### config.mk
export PLATFORM = sky130hd
export DESIGN_NAME = bsg_mem_1rw_sync_mask_write_byte_frontend
export DESIGN_NICKNAME = d
export VERILOG_FILES = /design/src/rtl/bsg_mem_1rw_sync_mask_write_byte_frontend_fifo.sv /design/src/rtl/bsg_mem_1rw_sync_mask_write_byte_frontend.sv
export SDC_FILE = /design/constraint.sdc
export NUM_CORES = 1
export LEC_CHECK = 0
export CORE_MARGIN = 2
export CORE_UTILIZATION = 43
export DETAILED_ROUTE_END_ITERATION = 6
export PLACE_DENSITY = 0.89
export SETUP_SLACK_MARGIN = 0.15
export SYNTH_ARGS = -nofsm -noshare
export SYNTH_HDL_FRONTEND = slang
export SYNTH_HIERARCHICAL = 1
export SYNTH_SLANG_ARGS = --single-unit
### constraint.sdc
create_clock -name clk_i -period 4.2 [get_ports clk_i]
set_input_delay 1.05 -clock clk_i [delete_from_list [all_inputs] [get_ports clk_i]]
set_output_delay 1.05 -clock clk_i [all_outputs]
set_load 0.03 [all_outputs]
### src/rtl/bsg_mem_1rw_sync_mask_write_byte_frontend_fifo.sv
// ----------------------------------------------------------------------------
// bsg_mem_1rw_sync_mask_write_byte_frontend_fifo
//
// Circular buffer that holds read responses that could not be handed to the
// consumer in the cycle they came back from the RAM. Control state (pointers,
// occupancy count) resets asynchronously. The storage array is not reset
// because every entry is written before it can be observed.
//
// Ports:
//   clk_i, reset_i  clock, asynchronous active-high reset
//   enq_v_i         push enq_data_i at the tail this cycle
//   enq_data_i      data to push
//   deq_yumi_i      pop the head this cycle
//   head_data_o     oldest stored entry (don't-care when empty_o=1)
//   empty_o         no entries stored
//   full_o          all els_p entries in use
//   count_o         number of stored entries (used by the parent's credit check)
// ----------------------------------------------------------------------------
module bsg_mem_1rw_sync_mask_write_byte_frontend_fifo #(
    parameter int width_p = 32,
    parameter int els_p   = 2,
    parameter int ptr_w_lp = (els_p > 1) ? $clog2(els_p) : 1,
    parameter int cnt_w_lp = $clog2(els_p + 1)
) (
    input  logic                clk_i,
    input  logic                reset_i,
    input  logic                enq_v_i,
    input  logic [width_p-1:0]  enq_data_i,
    input  logic                deq_yumi_i,
    output logic [width_p-1:0]  head_data_o,
    output logic                empty_o,
    output logic                full_o,
    output logic [cnt_w_lp-1:0] count_o
);

    logic [width_p-1:0]  mem_q [els_p];
    logic [ptr_w_lp-1:0] head_q, head_d;
    logic [ptr_w_lp-1:0] tail_q, tail_d;
    logic [cnt_w_lp-1:0] count_q, count_d;

    // Pointers wrap modulo els_p, which need not be a power of two.
    function automatic logic [ptr_w_lp-1:0] ptr_inc(input logic [ptr_w_lp-1:0] p);
        if (p == ptr_w_lp'(els_p - 1)) begin
            return '0;
        end
        return p + 1'b1;
    endfunction

    assign empty_o     = (count_q == '0);
    assign full_o      = (count_q == cnt_w_lp'(els_p));
    assign count_o     = count_q;
    assign head_data_o = mem_q[head_q];

    always_comb begin
        head_d  = head_q;
        tail_d  = tail_q;
        count_d = count_q;
        if (enq_v_i) begin
            tail_d = ptr_inc(tail_q);
        end
        if (deq_yumi_i) begin
            head_d = ptr_inc(head_q);
        end
        // Simultaneous push and pop leave the occupancy unchanged.
        case ({enq_v_i, deq_yumi_i})
            2'b10:   count_d = count_q + 1'b1;
            2'b01:   count_d = count_q - 1'b1;
            default: count_d = count_q;
        endcase
    end

    always_ff @(posedge clk_i or posedge reset_i) begin
        if (reset_i) begin
            head_q  <= '0;
            tail_q  <= '0;
            count_q <= '0;
        end else begin
            head_q  <= head_d;
            tail_q  <= tail_d;
            count_q <= count_d;
        end
    end

    always_ff @(posedge clk_i) begin
        if (enq_v_i) begin
            mem_q[tail_q] <= enq_data_i;
        end
    end

    always @(posedge clk_i) begin
        if (!reset_i) begin
            assert (!(enq_v_i && full_o));
            assert (!(deq_yumi_i && empty_o));
        end
    end

endmodule

### src/rtl/bsg_mem_1rw_sync_mask_write_byte_frontend.sv
// ----------------------------------------------------------------------------
// bsg_mem_1rw_sync_mask_write_byte_frontend
//
// Ready/valid front end for a 1-port synchronous byte-masked RAM with
// 1-cycle read latency. Requests are passed straight through to the RAM port
// when accepted; read data returning the next cycle is either handed to the
// consumer directly (bypass) or parked in a small response FIFO. Requests are
// only accepted while there is guaranteed room for the resulting response, so
// read data is never dropped under backpressure.
//
// Ports:
//   clk_i, reset_i               clock, asynchronous active-high reset
//   v_i, w_i, addr_i, data_i,
//   mask_i, ready_o              request channel (ready_and handshake)
//   v_o, data_o, yumi_i          read response channel (valid/yumi)
//   ram_v_o, ram_w_o, ram_addr_o,
//   ram_data_o, ram_mask_o       RAM access port
//   ram_data_i                   RAM read data, valid the cycle after a read
// ----------------------------------------------------------------------------
module bsg_mem_1rw_sync_mask_write_byte_frontend #(
    parameter int els_p         = 16,
    parameter int data_width_p  = 32,
    parameter int fifo_els_p    = 2,
    parameter int addr_width_lp = (els_p > 1) ? $clog2(els_p) : 1,
    parameter int mask_width_lp = data_width_p >> 3
) (
    input  logic                     clk_i,
    input  logic                     reset_i,

    input  logic                     v_i,
    input  logic                     w_i,
    input  logic [addr_width_lp-1:0] addr_i,
    input  logic [data_width_p-1:0]  data_i,
    input  logic [mask_width_lp-1:0] mask_i,
    output logic                     ready_o,

    output logic                     v_o,
    output logic [data_width_p-1:0]  data_o,
    input  logic                     yumi_i,

    output logic                     ram_v_o,
    output logic                     ram_w_o,
    output logic [addr_width_lp-1:0] ram_addr_o,
    output logic [data_width_p-1:0]  ram_data_o,
    output logic [mask_width_lp-1:0] ram_mask_o,
    input  logic [data_width_p-1:0]  ram_data_i
);

    localparam int cnt_w_lp = $clog2(fifo_els_p + 1);

    logic                    rd_pend_q, rd_pend_d;
    logic                    accept;
    logic                    fifo_enq_v;
    logic                    fifo_deq;
    logic [data_width_p-1:0] fifo_head;
    logic                    fifo_empty;
    logic                    fifo_full;
    logic [cnt_w_lp-1:0]     fifo_count;
    logic [cnt_w_lp:0]       occupancy;

    // Credit check: a read in flight already owns a FIFO slot, so count it.
    // Writes are gated as well so the request channel behaves uniformly.
    assign occupancy = {1'b0, fifo_count} + (cnt_w_lp + 1)'(rd_pend_q);
    assign ready_o   = ~reset_i & (occupancy < (cnt_w_lp + 1)'(fifo_els_p));
    assign accept    = v_i & ready_o;

    assign ram_v_o    = accept;
    assign ram_w_o    = w_i;
    assign ram_addr_o = addr_i;
    assign ram_data_o = data_i;
    assign ram_mask_o = mask_i;

    assign rd_pend_d = accept & ~w_i;

    // Response path: with an empty FIFO the returning read data is presented
    // directly; it is only stored if the consumer does not take it at once.
    // Otherwise the FIFO head is older and must go first.
    assign v_o        = rd_pend_q | ~fifo_empty;
    assign data_o     = fifo_empty ? ram_data_i : fifo_head;
    assign fifo_enq_v = rd_pend_q & ~(fifo_empty & yumi_i);
    assign fifo_deq   = yumi_i & ~fifo_empty;

    always_ff @(posedge clk_i or posedge reset_i) begin
        if (reset_i) begin
            rd_pend_q <= 1'b0;
        end else begin
            rd_pend_q <= rd_pend_d;
        end
    end

    bsg_mem_1rw_sync_mask_write_byte_frontend_fifo #(
        .width_p (data_width_p),
        .els_p   (fifo_els_p)
    ) resp_fifo (
        .clk_i       (clk_i),
        .reset_i     (reset_i),
        .enq_v_i     (fifo_enq_v),
        .enq_data_i  (ram_data_i),
        .deq_yumi_i  (fifo_deq),
        .head_data_o (fifo_head),
        .empty_o     (fifo_empty),
        .full_o      (fifo_full),
        .count_o     (fifo_count)
    );

    always @(posedge clk_i) begin
        if (!reset_i) begin
            assert (!(yumi_i && !v_o));
            assert (!(fifo_enq_v && fifo_full && !fifo_deq));
        end
    end

endmodule

==> results.txt <==
- Crit Reg-Reg Startpoint: resp_fifo/count_o[0]
- Terminus of the critical flop-to-flop path: resp_fifo/mem_q[1][17]
- Leakage power: 1.57 nW
* Placer congestion estimate: roughly 0.73
- The startpoint identified for the worst hold timing path is resp_fifo/tail_q.
* Reg area: 2050 µm²
- Detail-routed net length per standard cell: between 15 and 20 µm
- Die outline area: ~9000 µm²
* Register-to-register path setup slack: about 2 ns
- Period utilization: 0.875
- Resize count post-CTS: 0
* DRC violations left: 0
- Hold path endpoint: resp_fifo/tail_q
- Layout area overhead: 17.9%
* Relative max-transition margin: 0.433
- After the last flow step, the layout net total stands at approximately 320.
- Htree depth: 3
* TritonCTS clock tree: yes
- Drt first pass iters: 4
- Final standard cell utilization of the core: 0.516
- Once the clock tree was built, the setup fixing pass inserted 0 buffers.
- Number of global-route vias before repair: about 1800
* Hold Path Cell Cnt: 1
* Cell Chain, Critical Path: nor2_4 > buf_4 > mux2_2 > clkdlybuf4s50_1
* Top-level port count: 153
- Maximum number of pins on one net before global-route repair: 33
- The first routing iteration left 62 violations.
- Setup repair after global routing missed its margin: no
- Synthesized instance count: ~200
* Maximum fanout along the worst path: 16
- Via-to-Cell Ratio: between 4 and 5
- Crit path time final: around 3.7 ns
- Reported max-cap violation count: 0
* Count of buffer and inverter cells on the critical path: 2
- Initial Utilization: 0.437
- Finished Cell Area: 4190 µm²
- HPWL Detailed: 3.82 mm
- Worst path max stage delay: 0.59 ns
- Setup violations remaining at the end of the flow were counted as 0.
- The number of nets in the synthesized netlist is 279.
* Residual antenna-violating net count after detailed routing: 0
- Global-route wire length before repair: 8.74 mm
- Worst hold path type: register to register
- Final number of max-transition violations: 0
- The clock passes through at most 2 buffers.
- Netlist Area Pre-Place: roughly 3600 µm²
- Crit end category: primary output
* Highest clock rate: between 200 and 300 MHz
- For the pin with the worst max-slew slack, the measured transition is roughly 0.85 ns.
- Summing all multi-input logic gate instances after layout gives approximately 1100 µm².
- Counting every sink on the clock net gives 69.
- STA classifies the critical path startpoint as a register.
* Fraction of layout cells with a size suffix above 1: 0.348
- The final layout contains routed wiring with a total length of around 5.7 mm.
* Crit path max-delay cell type: clkdlybuf4s50_1
- The critical path in this run is classified as register to primary output.
* Leftover overflow at the end of global routing: 0
- For this design the ratio of total power to cell area is 660 nW/µm².
* CP arrival: 2.63 ns
* Area of placed instances: 4030 µm²
- Clock-pin slew was measured on the worst setup and hold paths at about 0.070 ns.
- For the worst flop-to-flop path, the logic depth is 3.
- Root buf cell: clkbuf_8
- Clock Latency Late Sink: 0.33 ns
* Setup clock skew after layout: approximately 0.0085 ns
* Status: finished clean
- Peak supply drop: between 0.0003 and 0.0004 V
* FP Rows: 33
* DIE HEIGHT: 94.9 µm
* Worst hold slack: roughly 0.57 ns
- Number of CTS-inserted buffers: 9
* IO buf count: between 70 and 80
- DR vias: between 1500 and 2000
- The count of cells in the finished layout, fillers not included, comes to ~350.
* Fillers: slightly below 700
- The floorplan step set the die width to roughly 95 µm.
* Floorplan core area: between 8000 and 9000 µm²
- Aggregate global-route resource usage: 0.132
- Required arrival time at the worst endpoint: 3.15 ns
* Placed cell count: approximately 340
- The final hold violation count was 0.
* Antenna diode instance count: 0
* Fin Setup TNS: 0 ns
- Grouping stages by cell kind, the critical path spends the most delay in buffers and inverters.
- Post-synthesis average cell area: around 18 µm²
- For this run, the number of Yosys warnings is 6.
- Number of antenna violations at the first check in global routing: 0
* Hold buffer count at cts: 0
routing by layer:
metal	part of all wire	global-route usage	vias up	wire (µm)
met5	0	0	-	0
met4	0.023	0.0882	0	129
met3	0.061	0.0335	23	345
met2	0.49	0.214	64	2760
met1	0.43	0.156	804	2430
li1	-	-	771	-
state kept, by name, summed over array words and instances (netlist names):
| signal | cells |
|---|---|
| resp_fifo/head_q | 1 |
| resp_fifo/tail_q | 1 |
| resp_fifo/count_o | 2 |
| resp_fifo/mem_q | 64 |
| rd_pend_q | 1 |
through the flow:
step | worst slack (ns) | total power, mW
after floorplan | 0.988 | 2.06
after global placement | 0.651 | 2.30
after detailed placement | 0.611 | 2.31
after CTS | 0.467 | 2.81
after global routing | 0.363 | 2.90
final | 0.524 | 2.77
report_power, final:
| group | internal, mW | switching [mW] |
|---|---|---|
| Clock | 0.262 | 0.222 |
| Combinational | 0.751 | 0.655 |
| Sequential | 0.810 | 0.0674 |
| Total | 1.82 | 0.945 |
how the worst max path moves through the flow:
stage / depth (start not counted) / endpoint / startpoint
after floorplan: 3 / resp_fifo/mem_q[0][0] / yumi_i
after global placement: 4 / ram_v_o / reset_i
after detailed placement: 4 / ram_v_o / reset_i
after CTS: 4 / data_o[26] / resp_fifo/count_o[0]
after global routing: 4 / data_o[21] / resp_fifo/count_o[0]
final: 4 / data_o[26] / resp_fifo/count_o[0]
layout make-up:
type / instances / area share
Sequential cell: 69 / 0.488
Multi-Input combinational cell: 80 / 0.255
Timing Repair Buffer: 78 / 0.183
Tap cell: 105 / 0.0313
Clock buffer: 10 / 0.0304
Clock inverter: 4 / 0.00984
Inverter: 3 / 0.00268
layout by cell type (no fill, tap or decap), types with 2 or more instances in the layout:
| master | count |
|---|---|
| clkdlybuf4s50_1 | 72 |
| edfxtp_1 | 64 |
| mux2_4 | 56 |
| clkbuf_8 | 9 |
| mux2_2 | 8 |
| buf_4 | 6 |
| dfrtp_1 | 4 |
| inv_1 | 3 |
| clkinv_1 | 3 |
| xor2_1 | 3 |
| xnor2_1 | 2 |
| nor2_4 | 2 |
No activity file was read; power rests on OpenSTA's default activity.
==> patch 1: new RTL, same flow settings <==
`data_width_p`: 32 -> 24.
--- a/src/rtl/bsg_mem_1rw_sync_mask_write_byte_frontend.sv
+++ b/src/rtl/bsg_mem_1rw_sync_mask_write_byte_frontend.sv
@@ -19,7 +19,7 @@
 // ----------------------------------------------------------------------------
 module bsg_mem_1rw_sync_mask_write_byte_frontend #(
     parameter int els_p         = 16,
-    parameter int data_width_p  = 32,
+    parameter int data_width_p  = 24,
     parameter int fifo_els_p    = 2,
     parameter int addr_width_lp = (els_p > 1) ? $clog2(els_p) : 1,
     parameter int mask_width_lp = data_width_p >> 3
Interface: changed (6 resized); port bits go from 153 to 119. The function was not compared with the original's and may differ.
==> patch 1 against the original RTL <==
  * Worst setup slack improved by 0.073 ns
  * Area after synthesis decreased by 24%
  * Synthesized cell count decreased by 21%
  * Combinational power decreased by 23%
  * Final cell count decreased by 25%
  * Wire length decreased by 29%
  * Utilization increased by 1.2 points
  * Hold slack got worse by 0.060 ns
  * Final area decreased by 24%
  * Sequential cell count decreased by 16
  * Total power decreased by 25%
  * Count of clock-buffer cells in the layout decreased by 4
  * First-iteration DRC count decreased by 90%
  * Non-clock buffer count decreased by 18
==> patch 1: results (changes against the original RTL) <==
** Run status
- The flow ran to the end, and the final reports show no timing, DRC or antenna violations.

** Detailed routing
- Met3 routed WL :: 226 um (-34%)
- Vias :: 1251 (-25%)
- The count of routing violations after the opening detailed-route iteration was 6 (-90%).
- The met2 wirelength from detailed routing was 2.07 mm (-25%).
- The detailed-route wire length on metal 1 came to 1.67 mm (-31%).

** Layout
- The number of inserted filler cells in the final layout is 502 (-27%).
- Count of clock-net buffers in the final layout :: 6 (-4)
- Multi-input gate count :: 64 (-20%)
- Count of nets after finishing :: 248 (-22%)
- The clock network area share is 0.0350 (-0.00526).
- Flip-flop count of the largest register after layout :: 48 (-25%)
- Combined area of the multi-input logic cells :: 807 um2 (-24%)
- Number of buffers other than clock buffers in the final layout :: 60 (-23%)
- The area of all sequential standard cells came to 1570 um2 (-24%).
- The share of final-layout standard cells stronger than drive strength 1 is 0.330 (-0.0186).

** Global route
- Met2 layer usage reported by global route :: 0.213 (-0.000605)
- Met3 Use GR :: 0.0338 (+0.000278)
- Global-route wire length before repair :: 6.70 mm (-23%)

** Pwr
- The highest ir drop seen on vdd came to 0.389 mV (+28%).
- The leakage power came to 1.18 nW (-25%).

** Critical path
- Path type of the worst setup path :: input pin to primary output
- Data arrival at the endpoint of the critical path :: 2.55 ns (-0.08 ns)
- Count of cells along the worst register-to-register path :: 4 (+1)

** Logic synthesis
- Post-Synthesis Net Count :: 219 (-22%)
- The synthesized instance count is 158 (-21%).

** Timing
- The clock skew after layout is 0.00417 ns (-0.00433 ns).

** Place
- Global placement routability congestion :: 0.625 (-14%)
- The half-perimeter wire length after detailed placement came to 2.78 mm (-27%).
- Post-placement setup slack :: 0.593 ns (-0.0178 ns)

** CTS
- Num CTS Buffers :: 5 (-4)
patch 1: through the flow:
stage                     power [mW]  instance area, um2
after floorplan                 1.56                2710
after global placement          1.74                3070
after detailed placement        1.75                3070
after CTS                       2.10                3180
after global routing            2.16                3180
final                           2.06                3180
patch 1: power by group through the flow:
| stage | sequential, mW | clock (mW) | combinational (mW) |
|---|---|---|---|
| CTS | 0.653 | 0.350 | 1.09 |
| detailed placement | 0.665 | 0 | 1.09 |
| global route | 0.658 | 0.370 | 1.13 |
| floorplan | 0.656 | 0 | 0.905 |
| global placement | 0.663 | 0 | 1.07 |
| finish | 0.653 | 0.334 | 1.08 |
patch 1: worst max-delay path, cell delays in order:
cell and delay (ns):
sky130_fd_sc_hd__clkdlybuf4s50_1 0.44, sky130_fd_sc_hd__a211oi_2 0.21, sky130_fd_sc_hd__and2_1 0.17, sky130_fd_sc_hd__clkdlybuf4s50_1 0.67
==> patch 2: new RTL, same flow settings <==
Made on the original files. Make the reset (`reset_i`) synchronous in 2 clocked blocks. Comments in the files are not updated.
--- a/src/rtl/bsg_mem_1rw_sync_mask_write_byte_frontend_fifo.sv
+++ b/src/rtl/bsg_mem_1rw_sync_mask_write_byte_frontend_fifo.sv
@@ -69,7 +69,7 @@
         endcase
     end
 
-    always_ff @(posedge clk_i or posedge reset_i) begin
+    always_ff @(posedge clk_i) begin
         if (reset_i) begin
             head_q  <= '0;
             tail_q  <= '0;
--- a/src/rtl/bsg_mem_1rw_sync_mask_write_byte_frontend.sv
+++ b/src/rtl/bsg_mem_1rw_sync_mask_write_byte_frontend.sv
@@ -80,7 +80,7 @@
     assign fifo_enq_v = rd_pend_q & ~(fifo_empty & yumi_i);
     assign fifo_deq   = yumi_i & ~fifo_empty;
 
-    always_ff @(posedge clk_i or posedge reset_i) begin
+    always_ff @(posedge clk_i) begin
         if (reset_i) begin
             rd_pend_q <= 1'b0;
         end else begin
Function: differs if reset_i is asserted again (counterexample within 4 cycles, from zero or initial values and one cycle with reset_i high); with reset_i held inactive, the same outputs for 10 cycles.
==> patch 2 against the original RTL <==
  * Worst setup slack got worse by 0.030 ns
  * Wire length is 3.6% lower
  * Register-to-register slack improved by 0.02 ns
  * Final area is 1.4% lower
  * Hold slack worse by 0.048 ns
  * Sequential cell count up 1
  * Non-clock buffer count up 1
  * Area after synthesis decreased by 4.2%
  * First-iteration DRC count increased by 3.2%
Power is not compared: it rests on default switching activity, and its combinational part moved more than twofold at a synthesized area within 25%.
==> patch 2: results (changes against the original RTL) <==
** Critical path
- The arrival time of the worst setup path is 2.66 ns (+0.03 ns).
- The cell count of the worst reg-to-reg path was 5 (+2).
- Largest fanout on the critical path :: 6 (-10)
- Startpoint of the most critical register-to-register path :: resp_fifo/count_o[0]
- Setup slack, reg-to-reg :: 2.07 ns (+0.02 ns)
- FF-to-FF End :: resp_fifo/mem_q[0][3]

** Run status
- The run finished with clean final reports.

** Hold path
- Cell depth of the worst min-delay path :: 2 (+1)
- Start point of the worst hold path :: resp_fifo/head_q
- Worst Hold Path EP :: resp_fifo/head_q

** Global route
- Pin count of the biggest net entering global routing :: 18 (-45%)
- Global routing usage summed across all routing layers :: 0.132 (-0.000575)
- The global-route wire length before repair came to 8.70 mm (-0.40%).
- The number of global-route vias before repair came to 1807 (+2.4%).

** Detailed routing
- Amount of wire on met2 after detailed routing :: 2.69 mm (-2.7%)
- Vias :: 1719 (+3.4%)
- Met3 routed WL :: 389 um (+13%)
- Met1 Wirelength :: 2.28 mm (-6.2%)
- First-iteration detailed-routing DRC count :: 64 (+3.2%)
- The first-pass iteration count of the detailed router is 4 (unchanged).
- The aggregate routed wire length came to 5.46 mm (-3.6%).

** Logic synthesis
- The total nets after synthesis came to 283 (+1.4%).

** Layout
- Fraction of layout cells with a size suffix above 1 :: 0.343 (-0.00573)
- The number of nets in the final layout is 324 (+1.6%).

** Timing
- Slew Limit Headroom :: 0.672 (+0.238)
- Worst clock skew :: 0.00470 ns (-0.00380 ns)

** Place
- Global placement routability congestion :: 0.699 (-4.2%)
- The half-perimeter wire length after detailed placement came to 3.72 mm (-2.6%).
- The number of buffer cells added on primary ports came to 72 (unchanged).

** CTS
- The number of setup buffers added after CTS was 0 (unchanged).
- Num CTS Buffers :: 9 (unchanged)
## patch 2: changes by cell type in the layout (fill, tap and decap cells not counted), moves of 3 or more
| cell | change |
|---|---|
| sky130_fd_sc_hd__mux2_4 | -29 |
| sky130_fd_sc_hd__mux2_2 | +27 |
| sky130_fd_sc_hd__dfxtp_1 | +6 |
| sky130_fd_sc_hd__dfrtp_1 | -4 |
| sky130_fd_sc_hd__nor2_1 | +3 |
## patch 2: worst max-delay path, cell delays in order
cell and delay (ns):
sky130_fd_sc_hd__clkdlybuf4s50_1 0.52, sky130_fd_sc_hd__a211oi_2 0.25, sky130_fd_sc_hd__and2_1 0.16, sky130_fd_sc_hd__clkdlybuf4s50_1 0.67
## patch 2: metal layers
metal / track usage / vias up
li1: - / 792
met4: 0.0588 / 0
met3: 0.0540 / 17
met1: 0.151 / 843
met2: 0.217 / 67
met5: 0 / -
## patch 2: per-stage QoR
stage / hold WS, ns / worst slack (ns) / util / area [um2] / std cells
6_report: 0.523 / 0.495 / 0.538 / 4140 / 353
4_1_cts: 0.521 / 0.485 / 0.538 / 4140 / 353
3_5_place_dp: 0.505 / 0.502 / 0.510 / 3920 / 337
3_3_place_gp: 0.496 / 0.557 / 0.510 / 3920 / 337
2_1_floorplan: 0.476 / 0.984 / - / 3410 / 205
5_1_grt: 0.550 / 0.409 / 0.538 / 4140 / 353
## patch 2: worst max path at each step
stage	startpoint	to	slack (ns)	cells past startpoint
after floorplan	yumi_i	resp_fifo/mem_q[0][0]	0.98	3
after global placement	reset_i	ram_v_o	0.56	4
after global routing	reset_i	ram_v_o	0.41	4
after CTS	reset_i	ram_v_o	0.49	4
final	reset_i	ram_v_o	0.49	4
after detailed placement	reset_i	ram_v_o	0.50	4
## patch 2: report_power, final
| group | switching [mW] | leakage (nW) | internal, mW |
|---|---|---|---|
| combinational | 0.247 | 0.759 | 0.263 |
| clock | 0.241 | 0.104 | 0.330 |
| sequential | 0.00879 | 0.627 | 0.778 |
| total | 0.497 | 1.49 | 1.37 |
## patch 2: area by class of cell
type,instances,area [um2]
Clock buffer,9,124
Multi-Input combinational cell,85,977
Inverter,1,3.75
Clock inverter,7,88.8
Fill cell,652,3550
Sequential cell,70,2040
Timing Repair Buffer,79,773
Tap cell,102,128
